==> src/rtl/vga_timing_gen_if.sv <==
// Raster timing bundle shared between the timing generator and its consumers.
//   en          : run enable into the generator (low freezes the raster)
//   pixel_tick  : one-clk strobe per pixel period
//   pix_x/pix_y : current raster coordinates
//   video_on    : inside the visible area
//   hsync/vsync : active-low sync pulses
//   line_start  : pulse on the tick that wraps pix_x to 0
//   frame_start : pulse on the tick that wraps to (0,0)
// master = generator side, slave = consumer/controller side.
interface vga_timing_gen_if;
    logic       en;
    logic       pixel_tick;
    logic [9:0] pix_x;
    logic [9:0] pix_y;
    logic       video_on;
    logic       hsync;
    logic       vsync;
    logic       line_start;
    logic       frame_start;

    modport master (
        input  en,
        output pixel_tick, pix_x, pix_y, video_on, hsync, vsync, line_start, frame_start
    );

    modport slave (
        output en,
        input  pixel_tick, pix_x, pix_y, video_on, hsync, vsync, line_start, frame_start
    );
endinterface

==> src/rtl/vga_timing_gen.sv <==
// VGA raster timing generator. Owns the pixel divider and the horizontal and
// vertical raster counters; decodes sync and visible-area flags.
// Ports:
//   clk    : system clock (only clock)
//   reset  : synchronous, active-high reset
//   raster : vga_timing_gen_if.master (en in; tick, coordinates, syncs out)
module vga_timing_gen #(
    parameter int H_ACTIVE = 640,
    parameter int H_FRONT  = 16,
    parameter int H_SYNC   = 96,
    parameter int H_BACK   = 48,
    parameter int V_ACTIVE = 480,
    parameter int V_FRONT  = 10,
    parameter int V_SYNC   = 2,
    parameter int V_BACK   = 33,
    parameter int TICK_DIV = 2
) (
    input  logic               clk,
    input  logic               reset,
    vga_timing_gen_if.master   raster
);
    localparam int H_TOTAL = H_ACTIVE + H_FRONT + H_SYNC + H_BACK;
    localparam int V_TOTAL = V_ACTIVE + V_FRONT + V_SYNC + V_BACK;
    localparam int DIV_W   = (TICK_DIV > 1) ? $clog2(TICK_DIV) : 1;

    localparam logic [DIV_W-1:0] DIV_LAST = DIV_W'(TICK_DIV - 1);
    localparam logic [9:0] X_LAST   = 10'(H_TOTAL - 1);
    localparam logic [9:0] Y_LAST   = 10'(V_TOTAL - 1);
    localparam logic [9:0] X_ACTIVE = 10'(H_ACTIVE);
    localparam logic [9:0] Y_ACTIVE = 10'(V_ACTIVE);
    localparam logic [9:0] HS_FIRST = 10'(H_ACTIVE + H_FRONT);
    localparam logic [9:0] HS_LAST  = 10'(H_ACTIVE + H_FRONT + H_SYNC - 1);
    localparam logic [9:0] VS_FIRST = 10'(V_ACTIVE + V_FRONT);
    localparam logic [9:0] VS_LAST  = 10'(V_ACTIVE + V_FRONT + V_SYNC - 1);

    logic [DIV_W-1:0] div_q, div_d;
    logic [9:0]       x_q, x_d;
    logic [9:0]       y_q, y_d;
    logic             hsync_q, hsync_d;
    logic             vsync_q, vsync_d;
    logic             video_q, video_d;
    logic             tick;
    logic             x_wrap;
    logic             y_wrap;

    always_comb begin
        // Reset gates the strobe so nothing downstream sees a tick while held.
        tick    = raster.en && !reset && (div_q == DIV_LAST);
        x_wrap  = (x_q == X_LAST);
        y_wrap  = (y_q == Y_LAST);

        div_d   = div_q;
        x_d     = x_q;
        y_d     = y_q;

        if (raster.en) begin
            div_d = (div_q == DIV_LAST) ? '0 : div_q + 1'b1;
        end

        if (tick) begin
            if (x_wrap) begin
                x_d = '0;
                y_d = y_wrap ? '0 : y_q + 10'd1;
            end else begin
                x_d = x_q + 10'd1;
            end
        end

        // Decode the next-state coordinates so the flags switch on the same
        // edge as pix_x/pix_y and come straight from flops.
        hsync_d = !((x_d >= HS_FIRST) && (x_d <= HS_LAST));
        vsync_d = !((y_d >= VS_FIRST) && (y_d <= VS_LAST));
        video_d = (x_d < X_ACTIVE) && (y_d < Y_ACTIVE);
    end

    always_ff @(posedge clk) begin
        if (reset) begin
            div_q   <= '0;
            x_q     <= '0;
            y_q     <= '0;
            hsync_q <= 1'b1;
            vsync_q <= 1'b1;
            video_q <= 1'b0;
        end else begin
            div_q   <= div_d;
            x_q     <= x_d;
            y_q     <= y_d;
            hsync_q <= hsync_d;
            vsync_q <= vsync_d;
            video_q <= video_d;
        end
    end

    assign raster.pixel_tick  = tick;
    assign raster.line_start  = tick && x_wrap;
    assign raster.frame_start = tick && x_wrap && y_wrap;
    assign raster.pix_x       = x_q;
    assign raster.pix_y       = y_q;
    assign raster.hsync       = hsync_q;
    assign raster.vsync       = vsync_q;
    assign raster.video_on    = video_q;
endmodule

==> src/flat_wrapper.sv <==
// flat-port wrapper written by rule: the top's interface ports become plain ports
module vga_timing_gen_flat 
#(
    parameter int H_ACTIVE = 640,
    parameter int H_FRONT  = 16,
    parameter int H_SYNC   = 96,
    parameter int H_BACK   = 48,
    parameter int V_ACTIVE = 480,
    parameter int V_FRONT  = 10,
    parameter int V_SYNC   = 2,
    parameter int V_BACK   = 33,
    parameter int TICK_DIV = 2
)
  (clk, reset, raster_en, raster_pixel_tick, raster_pix_x, raster_pix_y, raster_video_on, raster_hsync, raster_vsync, raster_line_start, raster_frame_start);
  vga_timing_gen_if raster_i ();
  input  logic clk;
  input  logic reset;
  input wire logic [$bits(raster_i.en)-1:0] raster_en;
  output wire logic [$bits(raster_i.pixel_tick)-1:0] raster_pixel_tick;
  output wire logic [$bits(raster_i.pix_x)-1:0] raster_pix_x;
  output wire logic [$bits(raster_i.pix_y)-1:0] raster_pix_y;
  output wire logic [$bits(raster_i.video_on)-1:0] raster_video_on;
  output wire logic [$bits(raster_i.hsync)-1:0] raster_hsync;
  output wire logic [$bits(raster_i.vsync)-1:0] raster_vsync;
  output wire logic [$bits(raster_i.line_start)-1:0] raster_line_start;
  output wire logic [$bits(raster_i.frame_start)-1:0] raster_frame_start;
  assign raster_i.en = raster_en;
  assign raster_pixel_tick = raster_i.pixel_tick;
  assign raster_pix_x = raster_i.pix_x;
  assign raster_pix_y = raster_i.pix_y;
  assign raster_video_on = raster_i.video_on;
  assign raster_hsync = raster_i.hsync;
  assign raster_vsync = raster_i.vsync;
  assign raster_line_start = raster_i.line_start;
  assign raster_frame_start = raster_i.frame_start;
  vga_timing_gen #(.H_ACTIVE(H_ACTIVE), .H_FRONT(H_FRONT), .H_SYNC(H_SYNC), .H_BACK(H_BACK), .V_ACTIVE(V_ACTIVE), .V_FRONT(V_FRONT), .V_SYNC(V_SYNC), .V_BACK(V_BACK), .TICK_DIV(TICK_DIV)) u_core (.clk(clk), .reset(reset), .raster(raster_i));
endmodule
==> config.mk <==
export PLATFORM = sky130hd
export DESIGN_NAME = vga_timing_gen_flat
export DESIGN_NICKNAME = d
export VERILOG_FILES = /design/src/rtl/vga_timing_gen_if.sv /design/src/rtl/vga_timing_gen.sv /design/src/flat_wrapper.sv
export SDC_FILE = /design/constraint.sdc
export NUM_CORES = 1
export LEC_CHECK = 0
export BUFFER_PORTS_ARGS = -buffer_cell sky130_fd_sc_hd__buf_2
export CORE_MARGIN = 1.5
export CORE_UTILIZATION = 49
export CTS_CLUSTER_DIAMETER = 40
export DETAILED_ROUTE_END_ITERATION = 8
export PLACE_DENSITY = 0.85
export RECOVER_POWER = 100
export SYNTH_ARGS = -nofsm -noshare
export SYNTH_HDL_FRONTEND = slang
export SYNTH_SLANG_ARGS = --single-unit
==> constraint.sdc <==
create_clock -name clk -period 2.1 [get_ports clk]
set_input_delay 0.63 -clock clk [delete_from_list [all_inputs] [get_ports clk]]
set_output_delay 0.63 -clock clk [all_outputs]
set_load 0.05 [all_outputs]
# Word level (Yosys, flattened, before mapping)
# Cells that the tools add are included.
dict set report word_totals {
  register_bits 24
  word_cells 33
}
dict set report op_classes {
  mux 6
  order_cmp 6
  n_eq_ne 2
  n_reduce_logical 10
  add_sub_neg 3
}
# op n
set op_table {}
lappend op_table {{10-bit two-way mux} 5}
lappend op_table {{10-bit by 1-bit adder with 10-bit output, second input constant} 2}
lappend op_table {{10-bit == test, second input constant} 2}
lappend op_table {{10-bit >= comparator, second input constant} 1}
lappend op_table {{10-bit by 9-bit >= comparator with 1-bit output, second input constant} 1}
lappend op_table {{10-bit <= comparator, second input constant} 1}
lappend op_table {{10-bit by 9-bit <= comparator with 1-bit output, second input constant} 1}
lappend op_table {{10-bit < comparator, second input constant} 1}
lappend op_table {{10-bit by 9-bit < comparator with 1-bit output, second input constant} 1}
lappend op_table {{1-bit logical AND} 7}
lappend op_table {{1-bit zero test} 3}
lappend op_table {{1-bit adder, second input constant} 1}
lappend op_table {{1-bit two-way mux} 1}

# Logic depth before layout (Yosys ltp)
# Gate-level depths: netlist of the first run.
dict set report depth {
  depth_word 7
  ltp_mapped 7
  depth_no_buf 7
}

# Worst setup path after synthesis of the first run
# Ideal clock, no wire load.
dict set report synth_timing {
  path_type {register to output}
  start {register u_core.y_q[0], in the netlist u_core.raster.pix_y[0]}
  end {output port raster_frame_start}
  n_path_buf 0
  t_required_ns 1.470
  arrival_time_ns 2.154
  path_stages_with_launch 6
  path_slack_ns -0.684
  cell_sequence {dfxtp_1 -> inv_1 -> ha_1 -> nand4_1 -> or4_1 -> nor2_1}
}
dict set report synth_via {
  elab_chain_cells 2
}
# element line
set synth_lines {}
lappend synth_lines {{start, declared} vga_timing_gen.sv:38} ;# logic [9:0] y_q, y_d;
lappend synth_lines {{start signal, assigned} vga_timing_gen.sv:87} ;# y_q <= y_d;
lappend synth_lines {{10-bit == test} vga_timing_gen.sv:50} ;# y_wrap = (y_q == Y_LAST);
lappend synth_lines {{1-bit logical AND} vga_timing_gen.sv:96} ;# assign raster.frame_start = tick && x_wrap && y_wrap;
lappend synth_lines {{end, declared} flat_wrapper.sv:26} ;# output wire logic [$bits(raster_i.frame_start)-1:0] raster_frame_start;
# Every way passes these cells.

# Final worst setup path of the first run
dict set report layout_timing {
  start {register u_core.y_q[4], in the netlist u_core.raster.pix_y[4]}
  end {output port raster_frame_start}
}
# The elaborated chain is that of the path after synthesis.

==> summary.md, run 1 <==
| Metric | Value |
|---|---|
| Outcome | complete, but fails checks |
| Failing checks | design-rule violations, negative setup slack |
| Synth Instances | 180 |
| Final ANT Viol Nets | 0 |
| Synth top cells by count | 24 x dfxtp_1, 23 x nand2_1, 20 x nor2_1 |
| H-tree Lvls | 1 |
| Worst path buffer plus inverter count | 1 |
| Leak Pwr | 0.933 nW |
| Hold Path Depth | 2 |
| Worst-Skew Late Latency | 0.33 ns |
| Syn avg cell area | 8.25 sq um |
| Distinct cells, synth | 52 |
| Initial DRC Count | 154 |
| Least-Margin Pin Slew | 0.594 ns |
| TritonCTS Sinks | 24 |
| CORE AREA | 0.00281 sq mm |
| Critical Path Stages | 4 |
| Combinational fraction of design power | 5.6% |
| Maximum net fanout on the critical path | 2 |
| Initial antenna violation count | 0 |
| Port buffer count | 28 |
| Cells on worst reg2reg path | 6 |
| Ranking of synthesized cells by area | dfxtp_1 32%, nand2_1 5.8%, xnor2_1 5.3% |
| GRT overflow | 0 |
| Biggest area consumer among synthesized cells | dfxtp_1 |
| Slowest CP cell | or4_4 |
| Core Rows | 19 |
| Number of fill cells | 186 |
| Period utilization | 118% |
| WS Path Type | flip-flop to primary output |
| Reg-to-Reg Start | u_core.raster.pix_y[4] |
| CP cell instances | or3_4, or4_4, nor2_4, buf_6 |
| Number of synthesized register bits | 24 |
| Critical Path AT | 1.85 ns |
| Post-Place Cells | 273 |
| Mapped Area | 0.00149 sq mm |
| R2r setup slk | -0.04 ns |
| Final Hold Fails | 0 |
| M1 WL | 1900 um |
| Clk buf depth | 2 |
| Clock Tree Root | clkbuf_4 |
| Yosys synthesis warning count | 0 |
| Slew HR | 60.5% |
| Clock Power Share | 40.3% |
| Vias in the first global route | 1619 |
| RR Endpoint | u_core.raster.vsync |
| Initial core utilization | 52.9% |
| All-layer global routing usage | 27.9% |
| Clock-pin slew on the worst setup and hold paths | 0.14 ns |
| Crit path capture type | primary output |
| WHS | 0.472 ns |
| Max Cap Viol | 0 |
| Residual DRC count | 2 |
| EDFF count, synth | 0 |
| GPL Wtd Cong | 0.887 |
| Layout cells sized above 1 | 44.8% |
| Pin count of the biggest net entering global routing | 15 |
| Clock skew | 0.00369 ns |
| Design Area, Final | 0.00218 sq mm |
| Share of Yosys cell area claimed by the top area cell type | 32.4% |
| Total power after layout | 0.854 mW |
| Setup crit start | u_core.raster.pix_y[4] |
| CTS Buf Count | 3 |
| CP top delay family | simple AND/OR/NAND/NOR gates |
| Pre-CTS WS | -0.140 ns |
| Multi-input logic area | 0.00104 sq mm |
| Sequential power share | 54.1% |
| Sw Pwr | 0.186 mW |
| Delay of the slowest cell on the worst path | 0.51 ns |
| Routed wire per std cell | 16.7 um |
| Total wire length | 4740 um |
| Crit start category | flip-flop |
| Met2 wire length | 2240 um |
| Final nets | 259 |
| First-pass GRT wire length | 7300 um |
| Io pins | 29 |
| Setup ws final | -0.375 ns |
| Area after DPL | 0.00199 sq mm |
| Max Fclk | 404 MHz |
| Die X | 58.1 um |
| Fraction of registers with async set/reset | 0% |
| Layout area overhead | 46.9% |
| Endpoints failing setup | 3 |
| Switching Fraction | 21.7% |
| Mapped Nets | 186 |
| Metal3 WL | 423 um |
| Internal | 0.668 mW |
| Post-DP HPWL | 3260 um |
| TNS Setup | -0.514 ns |
| Die ar. | 0.00337 sq mm |
| DR pass1 iterations | 9 |
| Post-layout util | 77.8% |
| Sequential cell area | 504 sq um |
| Post-synth top flop | dfxtp_1 |
| Post-synthesis sequential area ratio | 32.4% |
| Final Non-Filler Cells | 283 |
| Vias per std cell | 6.24 |
| Die height | 58.1 um |
| Power per Cell Area | 391 mW/mm^2 |
| Total number of vias | 1767 |
| Tmin final | 2.48 ns |
| WP data required | 1.47 ns |
| Slew Viols, Final | 0 |
| Antenna fix cells | 0 |
| CP Capture Point | raster_frame_start |
| RSZ-0062 raised after global routing | yes |
| Hold Crit Class | input port to flip-flop |
| DR top layer | met4 |
| Count leader, synth | dfxtp_1 |
| CTS tree | yes |
| Worst IR Drop VDD | 0.000463 V |
## placed cells by master, fill, tap and decap left out, types with 3 or more instances in the layout
cell	netlist	routed
buf_6	3	4
buf_4	0	44
a311o_1	3	3
o21ai_0	6	6
nor2_1	20	19
nand3_1	8	8
inv_1	8	7
dfxtp_2	0	13
buf_2	2	20
clkbuf_4	0	3
dfxtp_1	24	9
nand2_1	23	23
ha_4	0	3
xor2_1	3	3
a21oi_1	8	8
xnor2_1	9	9
a211oi_1	3	3
and3_1	3	3
clkbuf_1	1	5
nor3_1	7	7
## what timing repair did
action                     CTS  global route
pin swaps                    5            10
setup endpoints to repair    3             4
resized for setup           11            12
hold buffers                 0             0
buffers inserted             5             2
hold endpoints to repair     0             0
## final cells by class
class,instances,area share [%]
clock buffer,3,1.03
timing repair buffer,74,23.3
inverter,9,1.66
tap,31,1.78
sequential,24,23.1
multi-input combinational,141,47.7
clock inverter,1,1.38
## worst min-delay path by stage
stage,start,end,slack [ns]
2_1_floorplan,u_core.div_q,u_core.div_q,0.56
3_3_place_gp,u_core.raster.pix_x[1],u_core.raster.pix_x[1],0.46
3_5_place_dp,u_core.raster.pix_x[1],u_core.raster.pix_x[1],0.47
4_1_cts,reset,u_core.div_q,0.48
5_1_grt,reset,u_core.div_q,0.49
6_report,reset,u_core.div_q,0.47
## cells by family (layout without fill, tap and decap cells)
kind of cell	Yosys count	after routing	synth area share (%)
simple gates	89	89	34.7
compound gates	36	36	17.2
flops	24	24	32.4
buf+inv	15	87	5.48
xor+xnor	12	12	7.08
fa+ha+maj	3	3	2.53
mux	1	1	0.674
## state kept, by name, summed over array words and instances, names as in the netlist
register / flops
u_core.raster.vsync: 1
u_core.div_q: 1
u_core.raster.pix_x: 10
u_core.raster.pix_y: 10
u_core.raster.hsync: 1
u_core.raster.video_on: 1
## metal layers
| metal | GRT usage [%] | up-vias |
|---|---|---|
| met4 | 14.6 | 0 |
| met2 | 44.2 | 114 |
| met1 | 36.1 | 811 |
| li1 | - | 812 |
| met5 | 0 | - |
| met3 | 5.13 | 30 |
## power groups by stage
stage	Combinational, mW	Clock, mW	Sequential (mW)
2_1_floorplan	0.0222	0	0.478
4_1_cts	0.0472	0.341	0.461
3_5_place_dp	0.0445	0	0.472
5_1_grt	0.0504	0.363	0.463
6_report	0.0479	0.344	0.462
3_3_place_gp	0.0441	0	0.471
No activity file was read; power rests on OpenSTA's default activity.
==> inputs of run 2 (changes only) <==
- CAP_MARGIN: unset -> 10
- CORE_UTILIZATION: 49 -> 54
- PLACE_DENSITY: 0.85 -> unset
- PLACE_DENSITY_LB_ADDON: unset -> 0.3
- clock period: 2.1 -> 2.5 ns (I/O delays scaled with it)
==> run 2 against run 1 <==
  * The flow finishes with violations (negative setup slack)
  * Largest cell class unchanged
  * First-iteration DRC count down 50%
  * Flip-flop and latch count unchanged
  * Non-clock buffer count down 18
  * Largest power group unchanged
  * Design area down 13%
  * Combinational power down 29%
  * Worst hold slack better by 0.018 ns
==> summary.md, run 2 (synthesized netlist as in run 1, its figures left out) <==
| Metric | Value |
|---|---|
| Outcome | complete, but fails checks |
| Least-Margin Pin Slew | 0.591 ns (-0.00296 ns) |
| Final Hold Fails | 0 (unchanged) |
| Total power after layout | 0.633 mW (-26%) |
| Met2 usage | 40.0% (-4.2 points) |
| Layout cells sized above 1 | 32.1% (-13 points) |
| Clock-pin slew on the worst setup and hold paths | 0.13 ns (about the same) |
| Max Cap Viol | 0 (unchanged) |
| Hold Crit Class | flip-flop to flip-flop |
| Residual DRC count | 0 (-2) |
| Period utilization | 101% |
| Crit start category | flip-flop |
| Met1 usage | 36.2% (about the same) |
| DR pass1 iterations | 4 (-5) |
| Slew Viols, Final | 0 (unchanged) |
| Initial DRC Count | 77 (-50%) |
| Routed wire per std cell | 14.7 um (-12%) |
| Worst IR Drop VDD | 0.000290 V (-37%) |
| Post-Place Cells | 255 (-6.6%) |
| All-layer global routing usage | 25.5% (-2.4 points) |
| Slowest CP cell | or4_4 |
| Multi-input logic area | 960 sq um (-7.8%) |
| Worst-Skew Late Latency | 0.33 ns (about the same) |
| Initial core utilization | 58.4% (+5.4 points) |
| Tmin final | 2.54 ns |
| Endpoints failing setup | 1 (-2) |
| Met3 layer usage reported by global route | 2.58% (-2.6 points) |
| CTS Buf Count | 3 (unchanged) |
| Number of fill cells | 207 (+11%) |
| Pre-CTS WS | -0.0681 ns (+0.0721 ns) |
| Failing checks | negative setup slack |
| Die ar. | 0.00307 sq mm (-8.8%) |
| Die height | 55.4 um (-4.5%) |
| CORE AREA | 0.00254 sq mm (-9.3%) |
| Commonest non-fill, non-tap cell in the layout | buf_4 |
| GR peak layer | met2 |
| Clock Tree Root | clkbuf_4 |
| Layout area overhead | 27.8% |
| Clock skew | 0.00224 ns (-0.00145 ns) |
| Post-layout util | 74.6% (-3.2 points) |
| CP Capture Point | raster_frame_start |
| CTS tree | yes |
| Reg-to-Reg Start | u_core.raster.pix_x[0] |
| Initial antenna violation count | 0 (unchanged) |
| CP cell instances | or3_4, or4_4, nor2_4, buf_8 |
| WS Path Type | flip-flop to primary output |
| Total wire length | 3890 um (-18%) |
| Leak Pwr | 0.757 nW (-19%) |
| Max Fclk | 394 MHz |
| Post-CTS Hold Fix Bufs | 0 (unchanged) |
| Die X | 55.4 um (-4.5%) |
| Critical Path AT | 1.79 ns (-0.06 ns) |
| Post-DP HPWL | 2830 um (-13%) |
| Worst path buffer plus inverter count | 1 (unchanged) |
| Setup ws final | -0.0361 ns (+0.339 ns) |
| RR Endpoint | u_core.raster.video_on |
| TNS Setup | -0.0361 ns (+0.477 ns) |
| WP data required | 1.75 ns (+0.28 ns) |
| Io pins | 29 (unchanged) |
| Clk buf depth | 2 (unchanged) |
| Antenna fix cells | 0 (unchanged) |
| R2r setup slk | 0.24 ns (+0.28 ns) |
| Setup crit start | u_core.raster.pix_y[6] |
| Slew HR | 60.7% (+0.20 points) |
| Final Non-Filler Cells | 264 (-6.7%) |
| Vias per std cell | 6.11 (-2.1%) |
| Crit path capture type | primary output |
| Final ANT Viol Nets | 0 (unchanged) |
| Core Rows | 18 (-1) |
| Final nets | 241 (-6.9%) |
| Pin count of the biggest net entering global routing | 14 (-1) |
| TritonCTS Sinks | 24 (unchanged) |
| H-tree Lvls | 1 (unchanged) |
| GPL Wtd Cong | 0.943 (+6.3%) |
| Port buffer count | 28 (unchanged) |
| Maximum net fanout on the critical path | 2 (unchanged) |
| Delay of the slowest cell on the worst path | 0.44 ns (-0.07 ns) |
| First-pass GRT wire length | 6410 um (-12%) |
| RSZ-0062 raised after global routing | yes |
| Vias in the first global route | 1407 (-13%) |
| Most frequent cells in the layout | 24 x buf_4, 23 x nand2_1, 21 x buf_2, 19 x nor2_1, 17 x dfxtp_1 |
| GRT overflow | 0 (unchanged) |
| CP top delay family | simple AND/OR/NAND/NOR gates |
| Critical Path Stages | 4 (unchanged) |
| Sequential cell area | 492 sq um (-2.5%) |
| Cells on worst reg2reg path | 8 (+2) |
| Total number of vias | 1614 (-8.7%) |
| Power per Cell Area | 334 mW/mm^2 (-15%) |
-- run 2: power by group --
part	switching (mW)	total, mW	internal, mW
logic	0.0227	0.0340	0.0113
registers	0.00386	0.388	0.385
clock network	0.121	0.211	0.0893
total	0.148	0.633	0.485
-- run 2: worst min path at each step --
stage	startpoint	to	slack [ns]	cells after the start
after floorplan	u_core.div_q	u_core.div_q	0.56	2
after global placement	u_core.raster.pix_x[1]	u_core.raster.pix_x[1]	0.47	2
after detailed placement	u_core.raster.pix_x[1]	u_core.raster.pix_x[1]	0.49	2
after CTS	u_core.raster.pix_x[1]	u_core.raster.pix_x[1]	0.51	2
after global routing	u_core.raster.pix_x[1]	u_core.raster.pix_x[1]	0.51	2
final	u_core.raster.pix_x[1]	u_core.raster.pix_x[1]	0.49	2
-- run 2: final cells by class --
class                           count  share of cell area, %
Timing Repair Buffer               56                   17.8
Inverter                            9                   1.85
Sequential cell                    24                   25.9
Clock buffer                        4                   1.91
Tap cell                           30                   1.98
Multi-Input combinational cell    141                   50.6
-- run 2: per-layer routing --
metal / part of all wire (%) / vias to the layer above
met4: 1.6 / 0
met3: 7.8 / 7
met2: 47 / 82
met5: 0 / -
li1: - / 770
met1: 44 / 755
-- run 2: timing repair --
| action | 4_1_cts | 5_1_grt |
|---|---|---|
| cloned | 0 | 0 |
| setup endpoints to repair | 2 | 2 |
| resized for setup | 7 | 8 |
| buffers inserted | 3 | 2 |
| pin swaps | 3 | 4 |
| endpoints found under the hold margin | 0 | 0 |
-- run 2: worst min-delay path: stages (launching register included) --
cell and delay [ns]:
dfxtp_2 0.36, nand2_1 0.06, a21oi_1 0.05
-- run 2: metrics by stage --
step | area [sq um] | hold WS, ns
5_1_grt | 1900 | 0.508
3_5_place_dp | 1800 | 0.490
6_report | 1900 | 0.491
2_1_floorplan | 1500 | 0.561
3_3_place_gp | 1800 | 0.473
4_1_cts | 1890 | 0.510
